File: src/rtl/cm0_dap_pkg.sv
// Shared encodings for the CM0 DAP memory access port: FSM states, AP register
// indices, CSW field positions and SLV bus codes.
package cm0_dap_pkg;

  typedef enum logic [2:0] {
    ST_IDLE,
    ST_REG,
    ST_ADDR,
    ST_DATA,
    ST_RESP
  } ap_state_e;

  localparam logic [3:0] IDX_CSW = 4'h0;
  localparam logic [3:0] IDX_TAR = 4'h1;
  localparam logic [3:0] IDX_DRW = 4'h3;
  localparam logic [3:0] IDX_IDR = 4'hF;

  localparam int CSW_SIZE_LSB = 0;
  localparam int CSW_INC_LSB  = 4;
  localparam int CSW_TRINPROG = 6;
  localparam int CSW_DEVEN    = 7;
  localparam int CSW_STICKY   = 8;

  localparam logic [1:0] TRANS_IDLE   = 2'b00;
  localparam logic [1:0] TRANS_NONSEQ = 2'b10;

  localparam logic [1:0] SIZE_BYTE = 2'b00;
  localparam logic [1:0] SIZE_HALF = 2'b01;
  localparam logic [1:0] SIZE_WORD = 2'b10;
  localparam logic [1:0] SIZE_BAD  = 2'b11;

  localparam logic [1:0] INC_SINGLE = 2'b01;

endpackage

File: src/rtl/cm0_dap_tar_inc.sv
// TAR helper: size-aligned bus address and the auto-incremented TAR, which
// wraps inside a 2^WRAP_BITS-byte block while the upper bits stay fixed.
module cm0_dap_tar_inc
  import cm0_dap_pkg::*;
#(
  parameter int WRAP_BITS = 10
) (
  input  logic [31:0] tar,
  input  logic [1:0]  size,
  output logic [31:0] addr_aligned,
  output logic [31:0] tar_next
);

  logic [WRAP_BITS-1:0] step;
  logic [WRAP_BITS-1:0] low_next;

  always_comb begin
    addr_aligned = tar;
    step         = WRAP_BITS'(4);
    case (size)
      SIZE_BYTE: step = WRAP_BITS'(1);
      SIZE_HALF: begin
        addr_aligned[0] = 1'b0;
        step            = WRAP_BITS'(2);
      end
      SIZE_WORD: addr_aligned[1:0] = 2'b00;
      default: ;
    endcase
    low_next = tar[WRAP_BITS-1:0] + step;
    tar_next = {tar[31:WRAP_BITS], low_next};
  end

endmodule

File: src/rtl/cm0_dap_mem_ap.sv
// CM0 DAP memory access port: turns AP register accesses into SLV transfers.
// Optional banked data registers BD0..BD3 are enabled by CM0_DAP_BANKED_DATA_EN.
module cm0_dap_mem_ap
  import cm0_dap_pkg::*;
#(
  parameter logic [31:0] AP_IDR    = 32'h0477_0001,
  parameter logic [31:0] TAR_RST   = 32'h0000_0000,
  parameter int          WRAP_BITS = 10
) (
  input  logic        dclk,
  input  logic        dbg_reset,
  input  logic        ap_req_i,
  input  logic [3:0]  ap_addr_i,
  input  logic        ap_write_i,
  input  logic [31:0] ap_wdata_i,
  output logic        ap_ready_o,
  output logic        ap_done_o,
  output logic [31:0] ap_rdata_o,
  output logic        ap_err_o,
  output logic [31:0] slv_addr_o,
  output logic [1:0]  slv_size_o,
  output logic [1:0]  slv_trans_o,
  output logic [31:0] slv_wdata_o,
  output logic        slv_write_o,
  input  logic [31:0] slv_rdata_i,
  input  logic        slv_ready_i,
  input  logic        slv_resp_i
);

  ap_state_e   state, state_nxt;
  logic [1:0]  csw_size, csw_inc;
  logic        sticky;
  logic [31:0] tar, drw;
  logic [3:0]  req_idx;
  logic        req_write;
  logic [31:0] req_wdata;
  logic [31:0] resp_rdata;
  logic        resp_err;
  logic        accept, is_bus, bus_blocked, trinprog;
  logic [31:0] addr_aligned, tar_next, bus_addr, csw_val, reg_rdata;

  cm0_dap_tar_inc #(.WRAP_BITS(WRAP_BITS)) u_tar_inc (
    .tar          (tar),
    .size         (csw_size),
    .addr_aligned (addr_aligned),
    .tar_next     (tar_next)
  );

`ifdef CM0_DAP_BANKED_DATA_EN
  assign is_bus   = (ap_addr_i == IDX_DRW) || (ap_addr_i[3:2] == 2'b01);
  assign bus_addr = (ap_addr_i[3:2] == 2'b01) ? {tar[31:4], ap_addr_i[1:0], 2'b00}
                                              : addr_aligned;
`else
  assign is_bus   = (ap_addr_i == IDX_DRW);
  assign bus_addr = addr_aligned;
`endif

  assign accept      = ap_req_i && (state == ST_IDLE);
  assign bus_blocked = sticky || (csw_size == SIZE_BAD);
  assign trinprog    = (state == ST_ADDR) || (state == ST_DATA);

  assign ap_ready_o  = (state == ST_IDLE);
  assign ap_done_o   = (state == ST_RESP);
  assign ap_rdata_o  = resp_rdata;
  assign ap_err_o    = resp_err;
  assign slv_trans_o = (state == ST_ADDR) ? TRANS_NONSEQ : TRANS_IDLE;

  always_comb begin
    csw_val                          = '0;
    csw_val[CSW_SIZE_LSB +: 2]       = csw_size;
    csw_val[CSW_INC_LSB +: 2]        = csw_inc;
    csw_val[CSW_TRINPROG]            = trinprog;
    csw_val[CSW_DEVEN]               = 1'b1;
    csw_val[CSW_STICKY]              = sticky;
    case (req_idx)
      IDX_CSW: reg_rdata = csw_val;
      IDX_TAR: reg_rdata = tar;
      IDX_IDR: reg_rdata = AP_IDR;
      default: reg_rdata = '0;
    endcase
  end

  always_ff @(posedge dclk) begin
    if (dbg_reset) state <= ST_IDLE;
    else           state <= state_nxt;
  end

  always_comb begin
    state_nxt = state;
    case (state)
      ST_IDLE: begin
        if (accept) begin
          if (!is_bus)         state_nxt = ST_REG;
          else if (bus_blocked) state_nxt = ST_RESP;
          else                 state_nxt = ST_ADDR;
        end
      end
      ST_REG:  state_nxt = ST_RESP;
      ST_ADDR: if (slv_ready_i) state_nxt = ST_DATA;
      ST_DATA: if (slv_ready_i) state_nxt = ST_RESP;
      ST_RESP: state_nxt = ST_IDLE;
      default: state_nxt = ST_IDLE;
    endcase
  end

  always_ff @(posedge dclk) begin
    if (dbg_reset) begin
      csw_size    <= SIZE_WORD;
      csw_inc     <= 2'b00;
      sticky      <= 1'b0;
      tar         <= TAR_RST;
      drw         <= '0;
      req_idx     <= '0;
      req_write   <= 1'b0;
      req_wdata   <= '0;
      resp_rdata  <= '0;
      resp_err    <= 1'b0;
      slv_addr_o  <= '0;
      slv_size_o  <= SIZE_WORD;
      slv_wdata_o <= '0;
      slv_write_o <= 1'b0;
    end else begin
      case (state)
        ST_IDLE: begin
          if (accept) begin
            req_idx   <= ap_addr_i;
            req_write <= ap_write_i;
            req_wdata <= ap_wdata_i;
            if (is_bus && bus_blocked) begin
              resp_err   <= 1'b1;
              resp_rdata <= '0;
            end else if (is_bus) begin
              slv_addr_o  <= bus_addr;
              slv_size_o  <= csw_size;
              slv_write_o <= ap_write_i;
              if (ap_write_i) drw <= ap_wdata_i;
            end
          end
        end
        ST_REG: begin
          resp_err   <= 1'b0;
          resp_rdata <= reg_rdata;
          if (req_write) begin
            case (req_idx)
              IDX_CSW: begin
                csw_size <= req_wdata[CSW_SIZE_LSB +: 2];
                csw_inc  <= req_wdata[CSW_INC_LSB +: 2];
                if (req_wdata[CSW_STICKY]) sticky <= 1'b0;
              end
              IDX_TAR: tar <= req_wdata;
              default: ;
            endcase
          end
        end
        ST_ADDR: begin
          if (slv_ready_i && req_write) slv_wdata_o <= drw;
        end
        ST_DATA: begin
          if (slv_ready_i) begin
            if (slv_resp_i) begin
              sticky     <= 1'b1;
              resp_err   <= 1'b1;
              resp_rdata <= '0;
            end else begin
              resp_err   <= 1'b0;
              resp_rdata <= req_write ? 32'h0 : slv_rdata_i;
              // banked registers never move TAR
              if (csw_inc == INC_SINGLE && req_idx == IDX_DRW) tar <= tar_next;
            end
          end
        end
        default: ;
      endcase
    end
  end

endmodule
File: config.mk
export PLATFORM = sky130hd
export DESIGN_NAME = cm0_dap_mem_ap
export DESIGN_NICKNAME = d
export VERILOG_FILES = /design/src/rtl/cm0_dap_pkg.sv /design/src/rtl/cm0_dap_tar_inc.sv /design/src/rtl/cm0_dap_mem_ap.sv
export SDC_FILE = /design/constraint.sdc
export NUM_CORES = 1
export LEC_CHECK = 0
export BUFFER_PORTS_ARGS = -buffer_cell sky130_fd_sc_hd__buf_2
export CAP_MARGIN = 40
export CORE_ASPECT_RATIO = 1.25
export CORE_UTILIZATION = 49
export CTS_CLUSTER_DIAMETER = 50
export DETAILED_ROUTE_END_ITERATION = 16
export PLACE_DENSITY = 0.79
export SLEW_MARGIN = 0
export SYNTH_ARGS = -nofsm -noshare
export SYNTH_HDL_FRONTEND = slang
export SYNTH_SLANG_ARGS = --single-unit
File: constraint.sdc
create_clock -name dclk -period 1.9 [get_ports dclk]
set_input_delay 0.19 -clock dclk [delete_from_list [all_inputs] [get_ports dclk]]
set_output_delay 0.19 -clock dclk [all_outputs]
set_load 0.005 [all_outputs]
==> out/qor.txt <==
YS warnings: 0
Die height: 148 µm
CTS tree: done
Drt pass-1 iters: 6
Fin crit share: 0.968
Die width: 119 µm
Hold Crit Depth: 3
Reg2Reg Setup Slack: 0.06 ns
Clk_lat worst skew: 0.50 ns
Slew Limit Fails: 0
Most common cell after layout, fill and taps aside: nand2_1
Fmax: 0.544 GHz
H-tree levels: 1
Share of layout cells above drive strength 1: 0.230
P&R area growth vs syn: 30.2%
Final hold viol count: 0
Crit path kind: register to register
Max-cap violations: 0
Worst Skew: 0.00836 ns
Setup TNS: 0 ns
Core Rows: 52
Fin crit period: 1.84 ns
Starting DRT DRC Count: 574
Synthesized area: 8330 µm²
Synth Net Count: 1126
First-pass GRT wire length: 37.8 mm
Hold Crit Class: input port to register
Layout fillers: 1373
Routed wire length: 24.0 mm
Power Dens Cells: 1060 nW/µm²
Status: complete, no violations
Max Buffers Root-to-Sink: 3
Leak: 0.00423 µW
Detailed placement HPWL: 15.9 mm
Critical Path RT: 2.28 ns
Total Nets Final: 1333
GP Congestion: 0.854
Post-Syn Instances: 1042
EDFF count, synth: 0
Hold endpoint: ap_rdata_o[5]$_SDFFE_PP0P_
Final ANT Viol Nets: 0
Synth async-reset ratio: 0
Avg WL per Cell: 16.2 µm
Congestion Overflow GR: 0
Worst Setup Start Kind: register
Synthesized area per cell: 7.99 µm²
Final instance area: 10800 µm²
Clock-pin slew on the worst setup and hold paths: 0.06 ns
Primary FF master, synth: dfxtp_1
Ant diodes: 0
Vias in the first global route: 7543
Core area: 16400 µm²
CTS Buf Count: 21
Final cell count without fillers: 1479
Initial antenna violation count: 0
Worst R2R Start: csw_size[1]$_SDFFE_PP1P_
R2R cell count: 8
# port buffers: 176
Num Clock Sinks: 209
Sequential fraction of the synthesis area: 0.502
Vias after detailed routing: 8131
DRC Markers: 0
Number of primary I/O pins: 178
Rel. slew slack: 0.417
DIE AREA: 17500 µm²
Tot GR Track Use: 0.264
Effective utilization at floorplan: 0.508
Setup violations, final: 0
Most frequent cells in the layout: 321 x nand2_1, 207 x dfxtp_1, 176 x a21oi_1
CP endpoint kind: register
Critical R2R Capture: ap_rdata_o[18]$_SDFFE_PP0P_
Largest net degree at the start of global routing: 105
CP arrival: 2.22 ns
Via-to-Cell Ratio: 5.50
Synth cell types: 59
Worst hold path startpoint: slv_rdata_i[5]
Worst vdd ir: 504 µV
Placed Instance Area: 9530 µm²
Synth Register Bits: 209
Worst-Margin Slew: 0.875 ns
Cells after DPL: 1394
Clock root buffer: clkbuf_16
Max Fanout on Critical Path: 31
[metal layers]
metal  track usage  vias up  part of all wire
met5             0        -                 0
met4        0.0785        0             0.025
met3        0.0367       47             0.068
met2         0.451      363              0.48
met1         0.346     3793              0.43
li1              -     3928                 -
[power by group]
part           internal, µW  switching [µW]  leakage, µW
sequential             4690             212      0.00169
combinational          1020            1350      0.00219
clock                  2500            1710     0.000350
total                  8210            3270      0.00423
[metrics by stage]
step	util	power, µW	setup WS (ns)	hold WS [ns]
final	0.661	11500	0.0611	0.0172
after global routing	0.661	11900	-0.0195	0.0111
after CTS	0.654	11500	0.0132	0.00386
after detailed placement	0.581	7200	-0.0849	0.443
after global placement	0.581	7140	-0.00392	0.437
after floorplan	-	6400	0.0287	0.326
[worst max path at each step]
stage	cells past startpoint	startpoint	to
floorplan	10	csw_size[1]$_SDFFE_PP1P_	tar[8]$_SDFFE_PP0P_
finish	8	csw_size[1]$_SDFFE_PP1P_	ap_rdata_o[18]$_SDFFE_PP0P_
detailed placement	10	csw_size[1]$_SDFFE_PP1P_	tar[8]$_SDFFE_PP0P_
global placement	9	csw_size[1]$_SDFFE_PP1P_	tar[9]$_SDFFE_PP0P_
CTS	8	csw_size[0]$_SDFFE_PP0P_	tar[9]$_SDFFE_PP0P_
global route	8	csw_size[1]$_SDFFE_PP1P_	ap_rdata_o[18]$_SDFFE_PP0P_
[sequential cells by signal, summed over array words and instances, names as in the netlist, 2 cells and up]
name,cells
ap_rdata_o,32
csw_inc,2
csw_size,2
drw,32
req_idx,4
req_wdata,32
slv_addr_o,32
slv_size_o,2
slv_wdata_o,32
state,3
tar,32
[critical path, stage by stage, from the launching register on]
cell and delay, ns:
dfxtp_2 0.35, buf_4 0.13, ha_1 0.23, nor2_1 0.10
nor3_2 0.28, o21bai_2 0.13, buf_12 0.17, a211oi_1 0.24
nor3_1 0.07
[logic make-up (layout without fill, tap and decap cells)]
kind of cell,Yosys count,in the layout,share of synthesized area
compound gates,272,272,0.194
xor+xnor,1,1,0.00105
fa+ha+maj,10,10,0.0159
buf+inv,93,314,0.0538
flops,209,209,0.502
mux,6,6,0.00721
other cells,1,1,0.000450
simple gates,450,450,0.225
[what timing repair did]
action                                 4_1_cts  5_1_grt
setup buffers                                1        1
setup endpoints to repair                    7       20
gates resized for setup                      8       20
gates cloned                                 0        0
hold buffers                                46        0
endpoints found under the hold margin       92        0
pin swaps                                    5       11
[synthesized netlist by cell type (all sizes together) (3+ instances only)]
master | n | area share
o21ai | 10 | 0.0065
and3 | 6 | 0.0045
buf | 41 | 0.030
o22ai | 3 | 0.0023
a311oi | 3 | 0.0032
and2 | 3 | 0.0023
a2bb2oi | 20 | 0.021
nor2 | 53 | 0.024
a22oi | 20 | 0.018
a211oi | 17 | 0.015
nor3 | 18 | 0.014
nor3b | 4 | 0.0048
inv | 10 | 0.0045
dfxtp | 209 | 0.50
nand2 | 322 | 0.15
a21oi | 177 | 0.11
a21o | 5 | 0.0045
nand3 | 31 | 0.019
mux2i | 6 | 0.0072
ha | 9 | 0.014
clkbuf | 42 | 0.019
[layout make-up]
type | count | area, µm² | share of cell area
multi-input cells | 740 | 3830 | 0.354
well taps | 216 | 270 | 0.0249
inverters | 10 | 40.0 | 0.00369
flip-flops and latches | 209 | 4190 | 0.386
clock inverters | 9 | 105 | 0.00969
repair buffers | 267 | 1810 | 0.167
clock buffers | 28 | 602 | 0.0555
Power figures use the tool's default switching activity.
